### src/rtl/mem_access_seq.sv
// mem_access_seq: strobe sequencer (precharge -> wordline -> sense/write) for a small SRAM-style array.
// Defining MEM_SEQ_PARITY_EN adds a stored even-parity bit per word, the par_inj input and the parity_err output.
module mem_access_seq #(
    parameter int ADDR_W     = 2,
    parameter int DATA_W     = 4,
    parameter int PRE_CYCLES = 2
) (
    input  logic                   clk,
    input  logic                   rst_n,
    input  logic                   valid,
    input  logic                   rw,
    input  logic [ADDR_W-1:0]      addr,
    input  logic [DATA_W-1:0]      wdata,
    output logic                   ready,
    output logic                   precharge,
    output logic [(1<<ADDR_W)-1:0] wl,
    output logic                   sae,
    output logic                   wde,
    output logic [DATA_W-1:0]      rdata,
    output logic                   rdata_valid,
    output logic                   req_dropped
`ifdef MEM_SEQ_PARITY_EN
    ,
    input  logic                   par_inj,
    output logic                   parity_err
`endif
);

    localparam int DEPTH = 1 << ADDR_W;

`ifdef MEM_SEQ_PARITY_EN
    localparam int WORD_W = DATA_W + 1;
    logic [WORD_W-1:0] word_in;
    assign word_in = {(^wdata) ^ par_inj, wdata};
`else
    localparam int WORD_W = DATA_W;
    logic [WORD_W-1:0] word_in;
    assign word_in = wdata;
`endif

    typedef enum logic [2:0] {
        S_IDLE,
        S_PRE,
        S_ACT,
        S_XFER,
        S_DONE
    } state_e;

    state_e              state;
    state_e              state_nxt;
    logic [3:0]          cnt;
    logic [3:0]          cnt_nxt;
    logic                rw_q;
    logic [ADDR_W-1:0]   addr_q;
    logic [WORD_W-1:0]   wword_q;
    logic [WORD_W-1:0]   mem [DEPTH];
    logic [WORD_W-1:0]   rd_word;
    logic                accept;
    logic                pre_nxt;
    logic [DEPTH-1:0]    wl_nxt;
    logic                sae_nxt;
    logic                wde_nxt;
    logic                rdv_nxt;

    assign ready   = (state == S_IDLE);
    assign accept  = valid && ready;
    assign rd_word = mem[addr_q];

    always_ff @(posedge clk or negedge rst_n) begin
        if (!rst_n) begin
            state <= S_IDLE;
            cnt   <= '0;
        end else begin
            state <= state_nxt;
            cnt   <= cnt_nxt;
        end
    end

    // Outputs are registered, so the strobes are decoded from the state being entered.
    always_comb begin
        state_nxt = state;
        cnt_nxt   = cnt;
        case (state)
            S_IDLE: begin
                if (valid) begin
                    state_nxt = S_PRE;
                    cnt_nxt   = 4'(PRE_CYCLES);
                end
            end
            S_PRE: begin
                if (cnt <= 4'd1) begin
                    state_nxt = S_ACT;
                end else begin
                    cnt_nxt = cnt - 4'd1;
                end
            end
            S_ACT:   state_nxt = S_XFER;
            S_XFER:  state_nxt = S_DONE;
            S_DONE:  state_nxt = S_IDLE;
            default: state_nxt = S_IDLE;
        endcase

        pre_nxt = (state_nxt == S_PRE);
        wl_nxt  = '0;
        if (state_nxt == S_ACT || state_nxt == S_XFER) begin
            wl_nxt[addr_q] = 1'b1;
        end
        sae_nxt = (state_nxt == S_XFER) && !rw_q;
        wde_nxt = (state_nxt == S_XFER) && rw_q;
        rdv_nxt = (state == S_XFER) && !rw_q;
    end

    always_ff @(posedge clk or negedge rst_n) begin
        if (!rst_n) begin
            rw_q    <= 1'b0;
            addr_q  <= '0;
            wword_q <= '0;
        end else if (accept) begin
            rw_q    <= rw;
            addr_q  <= addr;
            wword_q <= word_in;
        end
    end

    // A write lands only on the XFER->DONE edge; a reset before then leaves the word untouched.
    always_ff @(posedge clk or negedge rst_n) begin
        if (!rst_n) begin
            for (int i = 0; i < DEPTH; i++) begin
                mem[i] <= '0;
            end
        end else if (state == S_XFER && rw_q) begin
            mem[addr_q] <= wword_q;
        end
    end

    always_ff @(posedge clk or negedge rst_n) begin
        if (!rst_n) begin
            precharge   <= 1'b0;
            wl          <= '0;
            sae         <= 1'b0;
            wde         <= 1'b0;
            rdata       <= '0;
            rdata_valid <= 1'b0;
            req_dropped <= 1'b0;
`ifdef MEM_SEQ_PARITY_EN
            parity_err  <= 1'b0;
`endif
        end else begin
            precharge   <= pre_nxt;
            wl          <= wl_nxt;
            sae         <= sae_nxt;
            wde         <= wde_nxt;
            rdata_valid <= rdv_nxt;
            req_dropped <= valid && !ready;
            if (rdv_nxt) begin
                rdata <= rd_word[DATA_W-1:0];
            end
`ifdef MEM_SEQ_PARITY_EN
            // Even parity over data plus stored bit is zero for a consistent word.
            parity_err  <= rdv_nxt && (^rd_word);
`endif
        end
    end

endmodule

### config.mk
export PLATFORM = sky130hd
export DESIGN_NAME = mem_access_seq
export DESIGN_NICKNAME = d
export VERILOG_FILES = /design/src/rtl/mem_access_seq.sv
export SDC_FILE = /design/constraint.sdc
export NUM_CORES = 1
export LEC_CHECK = 0
export BUFFER_PORTS_ARGS = -buffer_cell sky130_fd_sc_hd__buf_2
export CORE_ASPECT_RATIO = 1.1
export CORE_MARGIN = 3
export CORE_UTILIZATION = 51
export CTS_CLUSTER_DIAMETER = 100
export DETAILED_ROUTE_END_ITERATION = 12
export PLACE_DENSITY = 0.74
export SLEW_MARGIN = 20
export SYNTH_ARGS = -nofsm -noshare
export SYNTH_HDL_FRONTEND = slang
export SYNTH_SLANG_ARGS = --single-unit
### constraint.sdc
create_clock -name clk -period 1.5 [get_ports clk]
set_clock_uncertainty 0.15 [all_clocks]
set_input_delay 0.075 -clock clk [delete_from_list [all_inputs] [get_ports clk]]
set_output_delay 0.075 -clock clk [all_outputs]
set_load 0.01 [all_outputs]
Word level (Yosys, flattened, before mapping). Cells that the tools add are included.

ROM bits: 0. Input port bits: 10. Output and inout bits: 14. Word-level logic and storage cells: 60. Bits in writable memories: 0. Latch bits: 0. Memories: 0. Flip-flop bits (word level): 43.

Div/mod/pow operators: 0. $lt $le $gt $ge: 5. Reduce and logical (&&, ||, !) cells: 14. Multipliers: 0. Add/subtract/negate cells: 1. Bitwise logic cells: 1. Equal/unequal tests: 8. Shifts and indexed selects: 0. Mux-type cells: 15.

Operators by type and width (count): 4-bit 2-to-1 mux (6); 16-bit bitwise mux (1); 3-bit by 2-bit == test with 1-bit output, second input constant (4); 3-bit case mux with 4 select lines (1); 4-bit binary-select mux with 2-bit select (1); 4-bit demux with 2-bit select (1); 1-bit logical AND (8); 4-bit case mux with 2 select lines (1); 3-bit by 1-bit == test with 1-bit output, second input constant (2); 3-bit 2-to-1 mux (2); 4-bit by 1-bit less-or-equal comparator with 1-bit output, second input constant (1); 2-bit != test, second input constant (2); 4-bit by 1-bit subtractor with 4-bit output, second input constant (1); 3-bit >= comparator, second input constant (1); 3-bit logical NOT (1); 2-bit by 3-bit < comparator with 1-bit output, second input constant (1); 3-bit by 1-bit < comparator with 1-bit output, second input constant (1); 2-bit inverter with 3-bit output (1); 3-bit AND reduction (1); 1-bit demux with 2-bit select (1); 2-bit by 1-bit >= comparator with 1-bit output, second input constant (1); 1-bit logical NOT (2); 2-bit nonzero test (1); 1-bit logical OR (1); 1-bit 2-to-1 mux (1).

Longest topological paths before layout.
Depth after elaboration: 6. Mapped depth: 6.

Worst setup path after synthesis. Ideal clock, no wire load.

Path kind: register -> register. Start: register state[1]. End: register addr_q[0]. Stages on the path, launching flop included: 6. Slack: -176 ps. Arrival time: 1401 ps. Cells stage by stage: dfrtp_1 buf_6 nor3_2 and2_1 buf_4 mux2_2.

Longest elaborated chain between the ends: 2.

RTL lines: from (decl) (RTL line 49) `state_e state;`; from (signal assigned) (RTL line 74) `state <= state_nxt;`; 3-bit logical NOT (RTL line 65) `assign ready = (state == S_IDLE);`; net ready (RTL line 14) `output logic ready,`; 1-bit logical AND (RTL line 66) `assign accept = valid && ready;`; to (signal assigned) (RTL line 120) `addr_q <= addr;`; to (decl) (RTL line 54) `logic [ADDR_W-1:0] addr_q;`.

The timed path passes the listed nets, and every way through them passes these cells. A chain may end at the register's enable or synchronous reset.

Worst setup path in the final report.
Start: register cnt[1]. End: register wl[0].

Longest elaborated chain between the ends: 6. Elaborated cells on any way between the ends: 7. Classes of those cells: 1 x order compare; 2 x eq/ne; 3 x mux; 1 x reduce/logical.

RTL lines: from (decl) (RTL line 51) `logic [3:0] cnt;`; from (signal assigned) (RTL line 75) `cnt <= cnt_nxt;`; 4-bit by 1-bit less-or-equal comparator with 1-bit output * (RTL line 91) `if (cnt <= 4'd1) begin`; 3-bit 2-to-1 mux * (RTL line 91); 3-bit case mux with 4 select lines * (RTL line 83) `case (state)`; 3-bit by 2-bit == test with 1-bit output (RTL line 105) `if (state_nxt == S_ACT || state_nxt == S_XFER) begin`; 1-bit logical OR * (RTL line 105); 4-bit 2-to-1 mux * (RTL line 105); net wl_nxt[0] (RTL line 60) `logic [DEPTH-1:0] wl_nxt;`; to (signal assigned) (RTL line 150) `wl <= wl_nxt;`; to (decl) (RTL line 16) `output logic [(1<<ADDR_W)-1:0] wl,`.

The timed path passes the listed nets; every way through them passes the cells marked *.

==> qor_table.md <==
| Result | Value |
|---|---|
| R2R setup slack | -0.21 ns |
| Violated checks | setup timing |
| Violation count after the first detailed-routing iteration | 91 |
| Capturing element type of the critical path | flop |
| Max-Cap Viols | 0 |
| Global Route Usage Sum | 20.5% |
| Net Count, Synth | 140 |
| Mean area per synthesized cell | 14.8 µm² |
| Final clock period utilization by the worst path | 114% |
| Grt ovf | 0 |
| Maximum fanout count along the critical path | 4 |
| Pin slew with the least headroom to its limit | 0.519 ns |
| R2r endpoint | wl[0] |
| Antenna diode count | 0 |
| Skew-Pair Late Insertion Delay | 0.38 ns |
| Launching element of the worst setup path | cnt[1] |
| Clock sink count | 43 |
| Area Overhead vs Synth | 41.5% |
| First drt pass iteration count | 4 |
| Register area share after synthesis | 56.9% |
| Worst slack at placement | -0.187 ns |
| Area of all placed cells without fillers | 0.00268 mm² |
| RD Place Congestion | 0.756 |
| Core box area | 0.00344 mm² |
| Die boundary height | 69.9 µm |
| Clock share of power | 11.2% |
| Switching Power | 1770 µW |
| Path type of the worst setup path | reg2reg |
| Warning count from the yosys run | 0 |
| Cell area after placement | 0.00226 mm² |
| Type of the tightest min-delay check | in2async |
| Worst relative slew slack | 65.4% |
| Mean number of vias per cell | 5.16 |
| Critical Path Max Stage Delay | 0.42 ns |
| Number of nets in the finished design | 212 |
| Site row count | 22 |
| Num CTS Buffers | 5 |
| Worst VDD drop | 0.00111 V |
| Clock Path Buffers | 2 |
| Top library cells by usage in the layout, fill and taps aside | 38 x sky130_fd_sc_hd__dfrtp_1, 29 x sky130_fd_sc_hd__buf_4, 23 x sky130_fd_sc_hd__mux2_4, 22 x sky130_fd_sc_hd__buf_2, 11 x sky130_fd_sc_hd__buf_6 |
| Detailed-route wire length per cell | 17.2 µm |
| Final Max Tran Viols | 0 |
| Total die area | 0.00447 mm² |
| Unrepaired setup endpoints after global routing | true |
| Routed via count | 1286 |
| Clk Tree Root Cell | sky130_fd_sc_hd__clkbuf_4 |
| Initial Util | 54.9% |
| Fraction of power consumed by combinational cells | 50.8% |
| Capturing instance or port of the critical path | wl[0] |
| Netlist area before placement | 0.00189 mm² |
| Switching part of the total | 35.0% |
| Post-CTS clock slew at the launch and capture registers of the worst setup and hold paths | 0.13 ns |
| Number of setup violations in the final report | 38 |
| Cells along the critical path | inv_2 > ha_1 > nor2_2 > o41a_1 > or2_1 > nor3_2 |
| Final routed wirelength across all metal layers | 4290 µm |
| Library cells used by synthesis | 33 |
| Category of the worst setup path launch point | flop |
| Detailed Place HPWL | 2540 µm |
| Count of pins on the block boundary | 24 |
| Max stage delay cell, worst path | sky130_fd_sc_hd__o41a_1 |
| Fraction of final layout cells sized beyond drive strength 1 | 63.7% |
| Synthesized flop and latch total | 43 |
| CTS H-tree lvls | 2 |
| Most common cell after layout, fill and taps aside | sky130_fd_sc_hd__dfrtp_1 |
| Total leakage power | 0.00128 µW |
| TritonCTS clock tree | yes |
| Pin count of the biggest net entering global routing | 44 |
| CP arrival | 1.87 ns |
| Final number of hold-violating endpoints | 0 |
| Maximum clock frequency | 0.585 GHz |
| Port-buffer cells | 23 |
| PnR worst setup slack | -0.208 ns |
| Initial antenna violation count | 0 |
| Vias in the first global route | 1391 |
| Outcome | complete, but fails checks |
| Number of routed nets with antenna violations | 0 |
| Seq pwr share | 38.0% |
| Overall die width | 64.1 µm |
| Synthesized instance count | 128 |
| Required @ worst endpoint | 1.66 ns |
| Design Power | 5070 µW |
| Power density normalized to cell area | 1890 mW/mm² |
| Worst r2r path cells | 6 |
| Final min period | 1.71 ns |
| Number of remaining DRC errors | 0 |
| Startpoint of the worst-slack reg-to-reg timing path | cnt[1] |
| Cell-internal power | 3290 µW |
| Global-route wire length before repair | 6760 µm |
==> per-layer routing <==
| metal | vias to the layer above | global-route usage, % | routed length [µm] |
|---|---|---|---|
| met5 | - | 0 | 0 |
| met4 | 0 | 10.3 | 65 |
| met3 | 8 | 6.43 | 149 |
| met2 | 30 | 32.0 | 2210 |
| met1 | 651 | 25.4 | 1860 |
| li1 | 597 | - | - |
==> final cells by class <==
type	instances	area, µm²
Sequential cell	43	1080
Multi-Input combinational cell	77	930
Fill cell	192	766
Timing Repair Buffer	71	542
Tap cell	48	60.1
Clock buffer	6	41.3
Clock inverter	2	12.5
Inverter	2	7.51
==> power groups by stage <==
stage	Combinational [µW]	Sequential, µW	Clock, µW
6_report	2570	1930	566
5_1_grt	2780	1970	632
4_1_cts	2200	1880	572
3_5_place_dp	1910	1880	0
3_3_place_gp	1820	1860	0
2_1_floorplan	1330	1820	0
==> flip-flops by register name, indices dropped and copies added (netlist names) <==
name and count:
mem 16, cnt 4, rdata 4, wl 4
wword_q 4, state 3, addr_q 2, precharge 1
rdata_valid 1, req_dropped 1, rw_q 1, sae 1
wde 1
==> Yosys cell counts <==
cell                        n  area, µm²
sky130_fd_sc_hd__mux4_2     4       90.1
sky130_fd_sc_hd__xor2_1     1       8.76
sky130_fd_sc_hd__dfrtp_1   43       1080
sky130_fd_sc_hd__nand2b_4   2       27.5
sky130_fd_sc_hd__or2_1      1       6.26
sky130_fd_sc_hd__nor3_4     1       16.3
sky130_fd_sc_hd__nand4_1    1       6.26
sky130_fd_sc_hd__nor4bb_1   1       10.0
sky130_fd_sc_hd__nor2_1     9       33.8
sky130_fd_sc_hd__and2_1     1       6.26
sky130_fd_sc_hd__nand2_1    1       3.75
sky130_fd_sc_hd__mux2_4     4       60.1
sky130_fd_sc_hd__buf_6      1       11.3
sky130_fd_sc_hd__nand2b_1   3       18.8
sky130_fd_sc_hd__o41a_1     1       11.3
sky130_fd_sc_hd__nor4_4     1       21.3
sky130_fd_sc_hd__nor3_1     3       15.0
sky130_fd_sc_hd__nor3b_2    1       12.5
sky130_fd_sc_hd__ha_1       2       25.0
sky130_fd_sc_hd__nor3_2     3       30.0
sky130_fd_sc_hd__nor2b_1    3       18.8
sky130_fd_sc_hd__mux2i_1    2       20.0
sky130_fd_sc_hd__nor4b_1    1       8.76
sky130_fd_sc_hd__and3b_1    1       8.76
sky130_fd_sc_hd__buf_2      3       15.0
sky130_fd_sc_hd__o311ai_0   1       8.76
sky130_fd_sc_hd__mux2_2    23        259
sky130_fd_sc_hd__o31ai_1    1       7.51
sky130_fd_sc_hd__nand3_1    1       5.00
sky130_fd_sc_hd__buf_4      3       22.5
sky130_fd_sc_hd__inv_1      2       7.51
sky130_fd_sc_hd__o22a_1     1       8.76
sky130_fd_sc_hd__o21ai_0    2       10.0
==> stage by stage <==
step / setup TNS (ns) / utilization (%) / instances / hold slack, ns
after detailed placement: -4.62 / 65.7 / 219 / 0.0275
final: -5.72 / 77.7 / 249 / 0.137
after CTS: -4.55 / 73.7 / 241 / 0.154
after global placement: -3.32 / 65.7 / 219 / 0.0118
after floorplan: -1.23 / - / 128 / -0.371
after global routing: -7.98 / 77.7 / 249 / 0.184
==> worst max-delay path, delay by kind of cell (launching register included) <==
family                     cells  cell delay (ns)
and+or+nand+nor                3             0.43
AOI/OAI and AO/OA              1             0.42
DFF                            1             0.41
buffers and inverters          1             0.08
adders and majority gates      1             0.17
==> worst min path at each step <==
stage	start	endpoint	slack (ns)	cells past startpoint
floorplan	rst_n	addr_q[0]	-0.37	0
global placement	rst_n	req_dropped	0.01	2
detailed placement	rst_n	req_dropped	0.03	2
CTS	rst_n	sae	0.15	3
global route	rst_n	wl[1]	0.18	3
finish	rst_n	wl[1]	0.14	3
==> cell families (layout without fill, tap and decap cells) <==
logic type	after synthesis	after routing	share of synthesized area [%]
buffers and inverters	9	81	2.98
xor gates and xnor gates	1	1	0.463
and+or+nand+nor	34	35	13.2
DFF	43	43	56.9
AOI/OAI and AO/OA	6	6	2.45
muxes	33	33	22.7
adders and majority gates	2	2	1.32
==> what timing repair did <==
item / CTS / global route
setup endpoints to repair: 37 / 37
hold buffers: 9 / 0
hold endpoints to repair: 52 / 0
pin swaps: 5 / 7
gates resized for setup: 26 / 23
gates cloned: 1 / 0
setup buffers: 4 / 9
No activity file was read; power rests on OpenSTA's default activity.
